`src/rtl/dualport_fifo_ctrl_if.sv`:
```
// Push/pop handshake and status bundle between a FIFO user (master) and the
// FIFO controller (slave).
interface dualport_fifo_ctrl_if #(
    parameter int DATA_W = 8,
    parameter int ADDR_W = 4
);
    logic              wr_valid;
    logic              wr_ready;
    logic [DATA_W-1:0] wr_data;
    logic              rd_valid;
    logic              rd_ready;
    logic [DATA_W-1:0] rd_data;
    logic [ADDR_W:0]   count;
    logic              full;
    logic              empty;
    logic              ovf;

    modport master (
        output wr_valid, wr_data, rd_ready,
        input  wr_ready, rd_valid, rd_data, count, full, empty, ovf
    );

    modport slave (
        input  wr_valid, wr_data, rd_ready,
        output wr_ready, rd_valid, rd_data, count, full, empty, ovf
    );
endinterface

```
`src/rtl/dualport_fifo_ctrl.sv`:
```
// FIFO controller sequencing a synchronous 16x8 dual-port RAM, with a
// one-entry output register holding the head word.
//
// state | meaning
// IDLE  | output register empty, no RAM read in flight
// WAIT  | RAM read issued last cycle, ram_dout lands at this edge
// VALID | output register holds the head word (rd_valid=1)
module dualport_fifo_ctrl #(
    parameter int DATA_W = 8,
    parameter int ADDR_W = 4,
    parameter int DEPTH  = 16
) (
    input  logic                 clk,
    input  logic                 rst,
    dualport_fifo_ctrl_if.slave  fifo,
    output logic                 ram_we,
    output logic [ADDR_W-1:0]    ram_wr_addr,
    output logic [DATA_W-1:0]    ram_din,
    output logic                 ram_re,
    output logic [ADDR_W-1:0]    ram_rd_addr,
    input  logic [DATA_W-1:0]    ram_dout
);
    localparam logic [1:0] IDLE  = 2'd0;
    localparam logic [1:0] WAIT  = 2'd1;
    localparam logic [1:0] VALID = 2'd2;

    logic [1:0]        state_q,   state_d;
    logic [ADDR_W-1:0] wptr_q,    wptr_d;
    logic [ADDR_W-1:0] rptr_q,    rptr_d;
    logic [ADDR_W:0]   ram_cnt_q, ram_cnt_d;
    logic [DATA_W-1:0] rd_data_q, rd_data_d;
    logic              ovf_q,     ovf_d;

    logic full;
    logic push;

    assign full = (ram_cnt_q == (ADDR_W+1)'(DEPTH));
    assign push = fifo.wr_valid && !full;

    always_comb begin
        state_d     = state_q;
        rd_data_d   = rd_data_q;
        ram_re      = 1'b0;
        ram_we      = push;
        ram_wr_addr = wptr_q;
        ram_din     = fifo.wr_data;
        ram_rd_addr = rptr_q;
        ovf_d       = ovf_q | (fifo.wr_valid & full);

        case (state_q)
            IDLE: begin
                if (ram_cnt_q != '0) begin
                    ram_re  = 1'b1;
                    state_d = WAIT;
                end
            end
            WAIT: begin
                rd_data_d = ram_dout;
                state_d   = VALID;
            end
            VALID: begin
                // Back-to-back pops refill straight from RAM without passing IDLE.
                if (fifo.rd_ready) begin
                    if (ram_cnt_q != '0) begin
                        ram_re  = 1'b1;
                        state_d = WAIT;
                    end else begin
                        state_d = IDLE;
                    end
                end
            end
            default: state_d = IDLE;
        endcase

        wptr_d    = wptr_q + ADDR_W'(push);
        rptr_d    = rptr_q + ADDR_W'(ram_re);
        ram_cnt_d = ram_cnt_q + (ADDR_W+1)'(push) - (ADDR_W+1)'(ram_re);
    end

    always_ff @(posedge clk or negedge rst) begin
        if (!rst) begin
            state_q   <= IDLE;
            wptr_q    <= '0;
            rptr_q    <= '0;
            ram_cnt_q <= '0;
            rd_data_q <= '0;
            ovf_q     <= 1'b0;
        end else begin
            state_q   <= state_d;
            wptr_q    <= wptr_d;
            rptr_q    <= rptr_d;
            ram_cnt_q <= ram_cnt_d;
            rd_data_q <= rd_data_d;
            ovf_q     <= ovf_d;
        end
    end

    assign fifo.wr_ready = !full;
    assign fifo.rd_valid = (state_q == VALID);
    assign fifo.rd_data  = rd_data_q;
    assign fifo.count    = ram_cnt_q + (ADDR_W+1)'(state_q != IDLE);
    assign fifo.full     = full;
    assign fifo.empty    = (fifo.count == '0);
    assign fifo.ovf      = ovf_q;
endmodule

```
`src/flat_wrapper.sv`:
```
// flat-port wrapper written by rule: the top's interface ports become plain ports
module dualport_fifo_ctrl_flat 
#(
    parameter int DATA_W = 8,
    parameter int ADDR_W = 4,
    parameter int DEPTH  = 16
)
  (clk, rst, ram_we, ram_wr_addr, ram_din, ram_re, ram_rd_addr, ram_dout, fifo_wr_valid, fifo_wr_data, fifo_rd_ready, fifo_wr_ready, fifo_rd_valid, fifo_rd_data, fifo_count, fifo_full, fifo_empty, fifo_ovf);
  dualport_fifo_ctrl_if #(.DATA_W(DATA_W), .ADDR_W(ADDR_W)) fifo_i ();
  input  logic clk;
  input  logic rst;
  output logic ram_we;
  output logic [ADDR_W-1:0] ram_wr_addr;
  output logic [DATA_W-1:0] ram_din;
  output logic ram_re;
  output logic [ADDR_W-1:0] ram_rd_addr;
  input  logic [DATA_W-1:0] ram_dout;
  input wire logic [$bits(fifo_i.wr_valid)-1:0] fifo_wr_valid;
  input wire logic [$bits(fifo_i.wr_data)-1:0] fifo_wr_data;
  input wire logic [$bits(fifo_i.rd_ready)-1:0] fifo_rd_ready;
  output wire logic [$bits(fifo_i.wr_ready)-1:0] fifo_wr_ready;
  output wire logic [$bits(fifo_i.rd_valid)-1:0] fifo_rd_valid;
  output wire logic [$bits(fifo_i.rd_data)-1:0] fifo_rd_data;
  output wire logic [$bits(fifo_i.count)-1:0] fifo_count;
  output wire logic [$bits(fifo_i.full)-1:0] fifo_full;
  output wire logic [$bits(fifo_i.empty)-1:0] fifo_empty;
  output wire logic [$bits(fifo_i.ovf)-1:0] fifo_ovf;
  assign fifo_i.wr_valid = fifo_wr_valid;
  assign fifo_i.wr_data = fifo_wr_data;
  assign fifo_i.rd_ready = fifo_rd_ready;
  assign fifo_wr_ready = fifo_i.wr_ready;
  assign fifo_rd_valid = fifo_i.rd_valid;
  assign fifo_rd_data = fifo_i.rd_data;
  assign fifo_count = fifo_i.count;
  assign fifo_full = fifo_i.full;
  assign fifo_empty = fifo_i.empty;
  assign fifo_ovf = fifo_i.ovf;
  dualport_fifo_ctrl #(.DATA_W(DATA_W), .ADDR_W(ADDR_W), .DEPTH(DEPTH)) u_core (.clk(clk), .rst(rst), .fifo(fifo_i), .ram_we(ram_we), .ram_wr_addr(ram_wr_addr), .ram_din(ram_din), .ram_re(ram_re), .ram_rd_addr(ram_rd_addr), .ram_dout(ram_dout));
endmodule
```
`config.mk`:
```
export PLATFORM = sky130hd
export DESIGN_NAME = dualport_fifo_ctrl_flat
export DESIGN_NICKNAME = d
export VERILOG_FILES = /design/src/rtl/dualport_fifo_ctrl_if.sv /design/src/rtl/dualport_fifo_ctrl.sv /design/src/flat_wrapper.sv
export SDC_FILE = /design/constraint.sdc
export NUM_CORES = 1
export LEC_CHECK = 0
export CAP_MARGIN = 10
export CORE_AREA = 5 5 63 53
export CTS_CLUSTER_DIAMETER = 40
export CTS_CLUSTER_SIZE = 10
export DETAILED_ROUTE_END_ITERATION = 7
export DIE_AREA = 0 0 68 58
export DONT_BUFFER_PORTS = 1
export PLACE_DENSITY = 0.69
export SETUP_SLACK_MARGIN = 0.05
export SYNTH_ARGS = -nofsm -noshare
export SYNTH_HDL_FRONTEND = slang
export SYNTH_SLANG_ARGS = --single-unit
```
`constraint.sdc`:
```
create_clock -name clk -period 5.16 [get_ports clk]
set_clock_uncertainty 0.1 [all_clocks]
set_input_delay 0.516 -clock clk [delete_from_list [all_inputs] [get_ports clk]]
set_output_delay 0.516 -clock clk [all_outputs]
set_load 0.02 [all_outputs]
```
==> results of run 1 <==
[path summary, 6_finish.rpt]
| check | start | to | cells past startpoint |
|---|---|---|---|
| worst max register to register | u_core.ram_cnt_q[2] | u_core.ram_cnt_q[4] | 12 |
| worst max-delay path | u_core.ram_cnt_q[2] | u_core.ram_cnt_q[4] | 12 |
| max in group asynchronous | rst | u_core.ram_rd_addr[0] | 2 |
| min in group asynchronous | rst | u_core.ram_wr_addr[0] | 1 |
| worst min-delay path | fifo_wr_valid | u_core.fifo.ovf | 1 |
| worst min register to register | u_core.state_q[0] | u_core.state_q[0] | 1 |
[cells in the mapped netlist (2+ instances only)]
library cell and count:
nand3_1 3, dfrtp_1 24, nand2_1 3, mux2_4 8
nor2_1 2, buf_4 8, a21oi_1 2, nor3b_1 2
xnor2_1 6, nand2b_1 3, a21o_1 2, xor2_1 5
inv_1 8, ha_1 14
[flip-flops by register name, summed over array words and instances (netlist names)]
name	flops
u_core.fifo.rd_data	8
u_core.ram_cnt_q	5
u_core.ram_rd_addr	4
u_core.ram_wr_addr	4
u_core.state_q	2
u_core.fifo.ovf	1
[cells in the final DEF (no fill, tap or decap), types with 3 or more instances in the layout]
cell type and n:
inv_1 8, xnor2_1 6, ha_1 14, clkbuf_4 3
xor2_1 5, mux2_4 8, nand2_1 3, nand2b_1 3
nand3_1 3, dfrtp_1 24
[area by class of cell]
class	instances	area share [%]
well taps	38	3.66
clock buffers	3	1.73
inverters	8	2.31
repair buffers	2	2.89
multi-input cells	59	43.2
flip-flops and latches	24	46.2
[metal layers]
metal / GRT usage (%) / routed length (um) / vias up
li1: - / - / 313
met1: 12.7 / 800 / 331
met2: 17.3 / 969 / 27
met3: 2.52 / 192 / 6
met4: 5.10 / 31 / 0
met5: 0 / 0 / -
[where the power goes]
part | internal, mW | total (mW) | switching, mW
sequential | 0.292 | 0.473 | 0.181
clock | 0.0272 | 0.0787 | 0.0515
combinational | 0.226 | 0.477 | 0.251
[critical path: stages, from the launching register on]
cell and delay (ps):
dfrtp_1 450, inv_1 80, ha_1 210, nor4b_1 160, nor3b_1 770, ha_1 370
inv_1 50, ha_1 150, inv_1 50, fa_1 380, nand2b_1 150, a21oi_1 190
xnor2_1 140
[cell families (layout without fill, tap and decap cells)]
logic type	after synthesis	in the layout	share of synthesized area [%]
flip-flops	24	24	47.6
AND/OR/NAND/NOR	20	20	9.42
buffers and inverters	17	13	8.03
adder cells (fa/ha/maj)	15	15	15.5
XOR/XNOR	11	11	7.63
multiplexers	8	8	9.51
AO/OA/AOI/OAI	5	5	2.38
[stage by stage]
step	worst slack (ps)	hold WS [ps]	instances
final	1830	225	134
after global routing	1570	209	134
after CTS	1790	208	133
after detailed placement	1810	121	129
after global placement	1890	121	129
after floorplan	2120	120	100
[what timing repair did]
action                    in CTS  in global routing
setup buffers                  0                  0
hold endpoints to repair      24                  0
hold buffers                   1                  0
==> flow_summary.yaml, run 1 <==
outcome:
  outcome: "completed"
die:
  total_core_area_mm2: 0.00266
  floorplan.initialDensity_pct: 47.5
  overall_die_area_mm2: 0.00394
  chipHeight_um: 58
  io_pins: 56
  fp-row-count: 17
  die_x_um: 68
worst_setup_path:
  worstSetupPathType: "reg2reg"
  crit_path_max_fanout: 5
  rrSetupSlack_ps: 1830
  setup.worst_path.start_class: "register"
  critical_path_arrival_ps: 3470
  worst_setup_path_end_kind: "register"
  crit_required_ps: 5300
placement:
  dpl-instance-area_mm2: 0.00124
  dp_hpwl_um: 1500
  number_of_port_buffers: 0
  place.gp.congestion: 0.755
cells_and_area:
  final_nets: 133
  final_design_area_no_fill_mm2: 0.00130
  post_route_cells_drive_above_1_share_pct: 14.6
  finalCoreUtilization_pct: 48.8
  multi_input_comb_area_um2: 561
  antenna_cells: 0
  register_area_um2: 601
  area_delta_synth_final_pct: 2.87
  fillers: 240
synth:
  synth_fp_nets: 135
  post_synthesis_area_per_instance_um2: 12.6
  syn-instance-count: 100
  synth.area.top_cells: "dfrtp_1 (48%), ha_1 (14%), mux2_4 (9.5%)"
  yosys.area.top_type_share_pct: 47.6
  yosysWarningCount: 0
  synthArstFlopShare_pct: 100
  postSynth.topFlopCell: "dfrtp_1"
  synth-edff-count: 0
  seq_area_frac_synth_pct: 47.6
  synthDistinctLibCells: 24
  synth-seq-cells: 24
  syn-cell-area_mm2: 0.00126
  yosys.area.top_type: "dfrtp_1"
clocking:
  clk_lat_worst_skew_ps: 300
  clock_sinks: 24
  clock-root-buffer: "clkbuf_4"
  h-tree-depth: 1
  clk_pin_slew_ps: 120
  number_of_buffers_created_by_cts: 3
  ctsResizeCount: 0
  tritoncts: "yes"
  clock_tree.buffer_depth: 2
global_routing:
  grt_pass1_vias: 721
  gr-total-overflow: 0
  grt_pass1_wl_um: 3210
  grt_antenna_before_repair: 0
  largest_net_degree_at_the_start_of_global_routing: 25
  gr-usage-all-layers_pct: 10.5
pwr:
  vdd_ir_drop_max_uv: 217
  power_density_mw_per_mm2: 792
  p_leak_nw: 0.639
  report.power.total_mw: 1.03
sta:
  report.final.setup_viol: 0
  slew-limit-headroom_pct: 37.6
  fin_crit_ps: 3330
  setup_repair_after_global_routing_missed_its_margin: "false"
  fin_crit_sh_pct: 64.5
  fmaxAchievable_mhz: 300
  worst_max_slew_pin_slew_ps: 933
  setup_tns_ps: 0
  slew_viol_final: 0
  report.final.hold_viol_count: 0
detailed_routing:
  via_per_inst: 5.05
  route.antenna.remaining_nets: 0
  detail_route.iter0.violations: 16
  route.detailed.drc: 0
  totalWireLength_um: 1990
  post_drt_wl_per_cell_um: 14.9
  vias: 677
  drt_first_pass_iters: 4
worst_hold_path:
  class_of_the_tightest_hold_or_removal_check: "in2reg"
job:
  cap_viol_max_count: 0
(Power assumes the default switching activity.)
==> run 2: changes to the inputs <==
--- a/config.mk
+++ b/config.mk
@@ -12,7 +12,7 @@
 export DETAILED_ROUTE_END_ITERATION = 7
 export DIE_AREA = 0 0 68 58
 export DONT_BUFFER_PORTS = 1
-export PLACE_DENSITY = 0.69
+export PLACE_DENSITY = 0.72
 export SETUP_SLACK_MARGIN = 0.05
 export SYNTH_ARGS = -nofsm -noshare
 export SYNTH_HDL_FRONTEND = slang
==> constraint.sdc (replaced) <==
create_clock -name clk -period 2.7 [get_ports clk]
set_clock_uncertainty 0.1 [all_clocks]
set_input_delay 0.27 -clock clk [delete_from_list [all_inputs] [get_ports clk]]
set_output_delay 0.27 -clock clk [all_outputs]
set_load 0.02 [all_outputs]
==> run 2 against run 1 <==
Total power grew 130%. Non-clock buffer count grew 15. Worst hold slack lost 140 ps. Core utilization grew 8.7 points. Die area is the same. Count of clock-buffer cells in the layout grew 1. Clock power grew 140%. Register-to-register slack lost 1600 ps. Critical endpoint is now fifo_empty. Sequential share of layout area shrank 6.9 points. Wire length grew 20%. Via count grew 8.6%.
==> flow_summary.yaml, run 2 (synthesis results as in run 1) <==
die:
  fp-row-count: 17
  overall_die_area_mm2: 0.00394
  floorplan.initialDensity_pct: 47.5
  io_pins: 56
  chipHeight_um: 58
  die_x_um: 68
  total_core_area_mm2: 0.00266
outcome:
  outcome: "completed"
worst_setup_path:
  crit_path_max_cell_delay_ps: 440
  critical_path.startpoint: "u_core.state_q[0]"
  critical_path_buf_inv_count: 0
  worstSetupPathType: "reg2out"
  timing.critical_path.slowest_stage_cell: "dfrtp_2"
  worst_setup_path_end_kind: "output port"
  path_delay_family: "simple AND/OR/NAND/NOR gates"
  regToRegStartpoint: "u_core.ram_cnt_q[3]"
  cp_cell_sequence: "or2_2 > ha_2 > ha_4 > xor2_4 > or3_4 > nor3_4"
  crit_path_max_fanout: 2
  setup.worst_path.start_class: "register"
  critical_path_arrival_ps: 2190
  crit_required_ps: 2330
clocking:
  number_of_buffers_created_by_cts: 3
  clk_pin_slew_ps: 120
  clock_tree.buffer_depth: 2
  clk_lat_worst_skew_ps: 310
  clock_sinks: 24
  h-tree-depth: 1
  clock-root-buffer: "clkbuf_4"
  tritoncts: "yes"
placement:
  place.gp.congestion: 0.707
  dpl.cell_count: 134
  dpl-instance-area_mm2: 0.00132
  number_of_port_buffers: 0
  dp_hpwl_um: 1710
detailed_routing:
  detail_route.iter0.violations: 28
  route.antenna.remaining_nets: 0
  via_per_inst: 4.90
  drt_first_pass_iters: 2
  vias: 735
  post_drt_wl_per_cell_um: 15.9
  totalWireLength_um: 2390
  route.detailed.drc: 0
cells_and_area:
  final_common_cell: "dfrtp_1"
  final_design_area_no_fill_mm2: 0.00153
  area_delta_synth_final_pct: 21.1
  register_area_um2: 602
  finalNonFillerCells: 150
  layout_common_cells: "dfrtp_1 (23), ha_1 (10), dlygate4sd3_1 (10), mux2_4 (8), buf_4 (7)"
  multi_input_comb_area_um2: 661
  finalCoreUtilization_pct: 57.5
  post_route_cells_drive_above_1_share_pct: 32.1
  final_nets: 148
  largest_register_ffs: 8
  fillers: 215
  antenna_cells: 0
pwr:
  clockPowerShare_pct: 8.0
  power_density_mw_per_mm2: 1520
  vdd_ir_drop_max_uv: 488
  sequentialPowerShare_pct: 38.4
  p_leak_nw: 0.719
  netSwitchingPower_mw: 1.06
  switching_share_pct: 45.7
  intPower_mw: 1.26
  comb_power_share_pct: 53.7
sta:
  setup_tns_ps: 0
  slew_viol_final: 0
  report.final.hold_viol_count: 0
  fmaxAchievable_mhz: 391
  worst_max_slew_pin_slew_ps: 1030
  fin_crit_sh_pct: 94.7
  fin_crit_ps: 2560
  report.final.setup_viol: 0
  slew-limit-headroom_pct: 31.2
  setup_repair_after_global_routing_missed_its_margin: "false"
global_routing:
  globalRouteMet3Util_pct: 3.68
  largest_net_degree_at_the_start_of_global_routing: 25
  gr-total-overflow: 0
  grt_pass1_wl_um: 3960
  grt_pass1_vias: 843
  groute.layer.met1.usage_pct: 14.5
  grt_most_used_layer: "met2"
  gr-usage-all-layers_pct: 13.2
  globalRouteMet2Util_pct: 23.4
  grt_antenna_before_repair: 0
job:
  cap_viol_max_count: 0
worst_hold_path:
  class_of_the_tightest_hold_or_removal_check: "in2reg"
  hold_start: "fifo_rd_ready"
[run 2: cell count changes in the layout (fill, tap and decap cells not counted), moves of 2 or more]
| cell | before | now |
|---|---|---|
| buf_4 | 0 | 7 |
| dlygate4sd3_1 | 1 | 10 |
| ha_1 | 14 | 10 |
| ha_2 | 0 | 2 |
| ha_4 | 0 | 2 |
| inv_1 | 8 | 5 |
| inv_2 | 0 | 3 |
[run 2: repair_timing]
action / 4_1_cts / 5_1_grt
buffers inserted: 1 / 1
endpoints found under the hold margin: 33 / 0
hold buffers: 10 / 0
pin swaps: 1 / 1
endpoints found under the setup margin: 1 / 2
gates resized for setup: 6 / 5
[run 2: metal layers]
metal | vias up | wire [um]
met5 | - | 0
met4 | 0 | 38
met3 | 10 | 174
met2 | 22 | 1300
met1 | 362 | 872
li1 | 341 | -
[run 2: path summary, 6_finish.rpt]
kind                            slack [ps]                     to  cells after the start
worst max-delay path                   140             fifo_empty                      6
worst min-delay path                    80      u_core.state_q[1]                      2
worst max register to register         200    u_core.ram_cnt_q[4]                     12
worst min register to register         530  u_core.ram_rd_addr[3]                      1
max in group asynchronous             1340      u_core.state_q[0]                      1
min in group asynchronous              470  u_core.ram_wr_addr[2]                      1
[run 2: cell type report]
type                       instances  share of cell area, %
inverter                           8                   1.96
multi-input combinational         59                   43.2
sequential                        24                   39.4
timing repair buffer              17                   9.98
tap                               38                   3.11
clock buffer                       4                   2.37
[run 2: power by group through the flow]
stage          clock [mW]  combinational (mW)  sequential [mW]
6_report            0.186                1.25            0.894
3_3_place_gp            0                1.03            0.901
3_5_place_dp            0                1.08            0.908
2_1_floorplan           0               0.899            0.885
5_1_grt             0.209                1.39            0.926
4_1_cts             0.191                1.19            0.892
[run 2: metrics by stage]
stage | power (mW) | hold WS (ps) | setup slack [ps]
after floorplan | 1.78 | -126 | 113
after global placement | 1.93 | -125 | 187
after detailed placement | 1.99 | -125 | 154
after CTS | 2.27 | 65.6 | 53.9
after global routing | 2.53 | 95.4 | 50.7
final | 2.33 | 80.6 | 144
==> run 3: changes to the inputs <==
--- a/config.mk
+++ b/config.mk
@@ -7,13 +7,13 @@
 export LEC_CHECK = 0
 export CAP_MARGIN = 10
 export CORE_AREA = 5 5 63 53
-export CTS_CLUSTER_DIAMETER = 40
 export CTS_CLUSTER_SIZE = 10
 export DETAILED_ROUTE_END_ITERATION = 7
 export DIE_AREA = 0 0 68 58
 export DONT_BUFFER_PORTS = 1
 export PLACE_DENSITY = 0.72
 export SETUP_SLACK_MARGIN = 0.05
+export SKIP_CTS_REPAIR_TIMING = 1
 export SYNTH_ARGS = -nofsm -noshare
 export SYNTH_HDL_FRONTEND = slang
 export SYNTH_SLANG_ARGS = --single-unit
==> run 3 against run 2 <==
Non-clock buffer count rose by 2. Die area is the same. Wire length grew 2.5%. Critical endpoint unchanged. Largest power group unchanged. Highest routed layer unchanged.
==> flow_summary.yaml, run 3 (synthesis results as in run 1) <==
outcome:
  outcome: "completed"
sta:
  report.final.setup_viol: 0
  fin_crit_sh_pct: 97.0
  setup_repair_after_global_routing_missed_its_margin: "true"
  fmaxAchievable_mhz: 382
  fin_crit_ps: 2620
  final_critical_path_setup_slack_ps: 80.0
  worst_max_slew_pin_slew_ps: 732
  setup_tns_ps: 0
  slew-limit-headroom_pct: 50.8
  slew_viol_final: 0
  report.final.hold_viol_count: 0
worst_setup_path:
  crit_path_max_cell_delay_ps: 450
  critical_path_arrival_ps: 2250
  critical_path_buf_inv_count: 0
  regToRegStartpoint: "u_core.ram_cnt_q[3]"
  crit_path_max_fanout: 4
  worstSetupPathType: "reg2out"
  timing.critical_path.slowest_stage_cell: "dfrtp_2"
  worst_setup_path_end_kind: "output port"
  path_delay_family: "simple AND/OR/NAND/NOR gates"
  rrSetupSlack_ps: 170
  cp_cell_sequence: "or2_2 > ha_2 > ha_4 > xor2_4 > or3_4 > nor3_4"
  setup.worst_path.start_class: "register"
  crit_required_ps: 2330
  critical_path.startpoint: "u_core.state_q[0]"
worst_hold_path:
  hold_start: "fifo_rd_ready"
  class_of_the_tightest_hold_or_removal_check: "in2reg"
pwr:
  power_density_mw_per_mm2: 1510
  p_leak_nw: 0.734
  vdd_ir_drop_max_uv: 488
die:
  chipHeight_um: 58
  fp-row-count: 17
  overall_die_area_mm2: 0.00394
  floorplan.initialDensity_pct: 47.5
  die_x_um: 68
  io_pins: 56
  total_core_area_mm2: 0.00266
global_routing:
  gr-total-overflow: 0
  grt_pass1_wl_um: 3590
  grt_antenna_before_repair: 0
  largest_net_degree_at_the_start_of_global_routing: 25
  grt_pass1_vias: 781
  gr-usage-all-layers_pct: 11.9
clocking:
  h-tree-depth: 1
  tritoncts: "yes"
  number_of_buffers_created_by_cts: 3
  clk_pin_slew_ps: 130
  clock-root-buffer: "clkbuf_4"
  clock_sinks: 24
  clock_tree.buffer_depth: 2
  clk_lat_worst_skew_ps: 310
placement:
  dpl.cell_count: 134
  place.gp.congestion: 0.707
  dp_hpwl_um: 1710
  placement.setup.worst_slack_ps: 154
  number_of_port_buffers: 0
  dpl-instance-area_mm2: 0.00132
cells_and_area:
  post_route_cells_drive_above_1_share_pct: 33.3
  final_nets: 150
  final_design_area_no_fill_mm2: 0.00156
  finalCoreUtilization_pct: 58.5
  largest_register_ffs: 8
  layout_common_cells: "dfrtp_1 (23), ha_1 (10), dlygate4sd3_1 (10), mux2_4 (8), buf_4 (8)"
  final_common_cell: "dfrtp_1"
  finalNonFillerCells: 152
  area_delta_synth_final_pct: 23.3
  antenna_cells: 0
detailed_routing:
  drt_first_pass_iters: 2
  vias: 754
  post_drt_wl_per_cell_um: 16.1
  totalWireLength_um: 2450
  route.detailed.drc: 0
  route.antenna.remaining_nets: 0
  detail_route.iter0.violations: 39
  via_per_inst: 4.96
job:
  cap_viol_max_count: 0
==> run 3: worst paths after layout <==
| check | end | cells past startpoint |
|---|---|---|
| worst max register to register | u_core.ram_cnt_q[4] | 12 |
| worst min-delay path | u_core.state_q[1] | 2 |
| min in group asynchronous | u_core.ram_wr_addr[2] | 2 |
| max in group asynchronous | u_core.state_q[0] | 2 |
| worst max-delay path | fifo_empty | 6 |
| worst min register to register | u_core.ram_rd_addr[3] | 1 |
==> run 3: metrics by stage <==
step	hold WS, ps	total power, mW
after floorplan	-126	1.78
after global placement	-125	1.93
after detailed placement	-125	1.99
after CTS	-476	2.17
after global routing	85.3	2.55
final	71.0	2.35
==> run 3: final cells by class <==
type	instances	area, um^2
Inverter	8	30.0
Timing Repair Buffer	19	180
Tap cell	38	47.5
Clock buffer	4	36.3
Multi-Input combinational cell	59	661
Fill cell	209	1100
Sequential cell	24	602
==> run 3: per-layer routing <==
layer / part of all wire (%) / vias to the layer above / wire length, um / GRT usage [%]
li1: - / 346 / - / -
met1: 37 / 376 / 901 / 12.7
met2: 54 / 22 / 1320 / 20.7
met3: 7.6 / 10 / 186 / 4.07
met4: 1.6 / 0 / 38 / 5.67
met5: 0 / - / 0 / 0
==> run 3: report_power, final <==
group | internal, mW | total [mW] | switching, mW
clock network | 0.0823 | 0.187 | 0.105
registers | 0.560 | 0.897 | 0.337
logic | 0.638 | 1.27 | 0.632
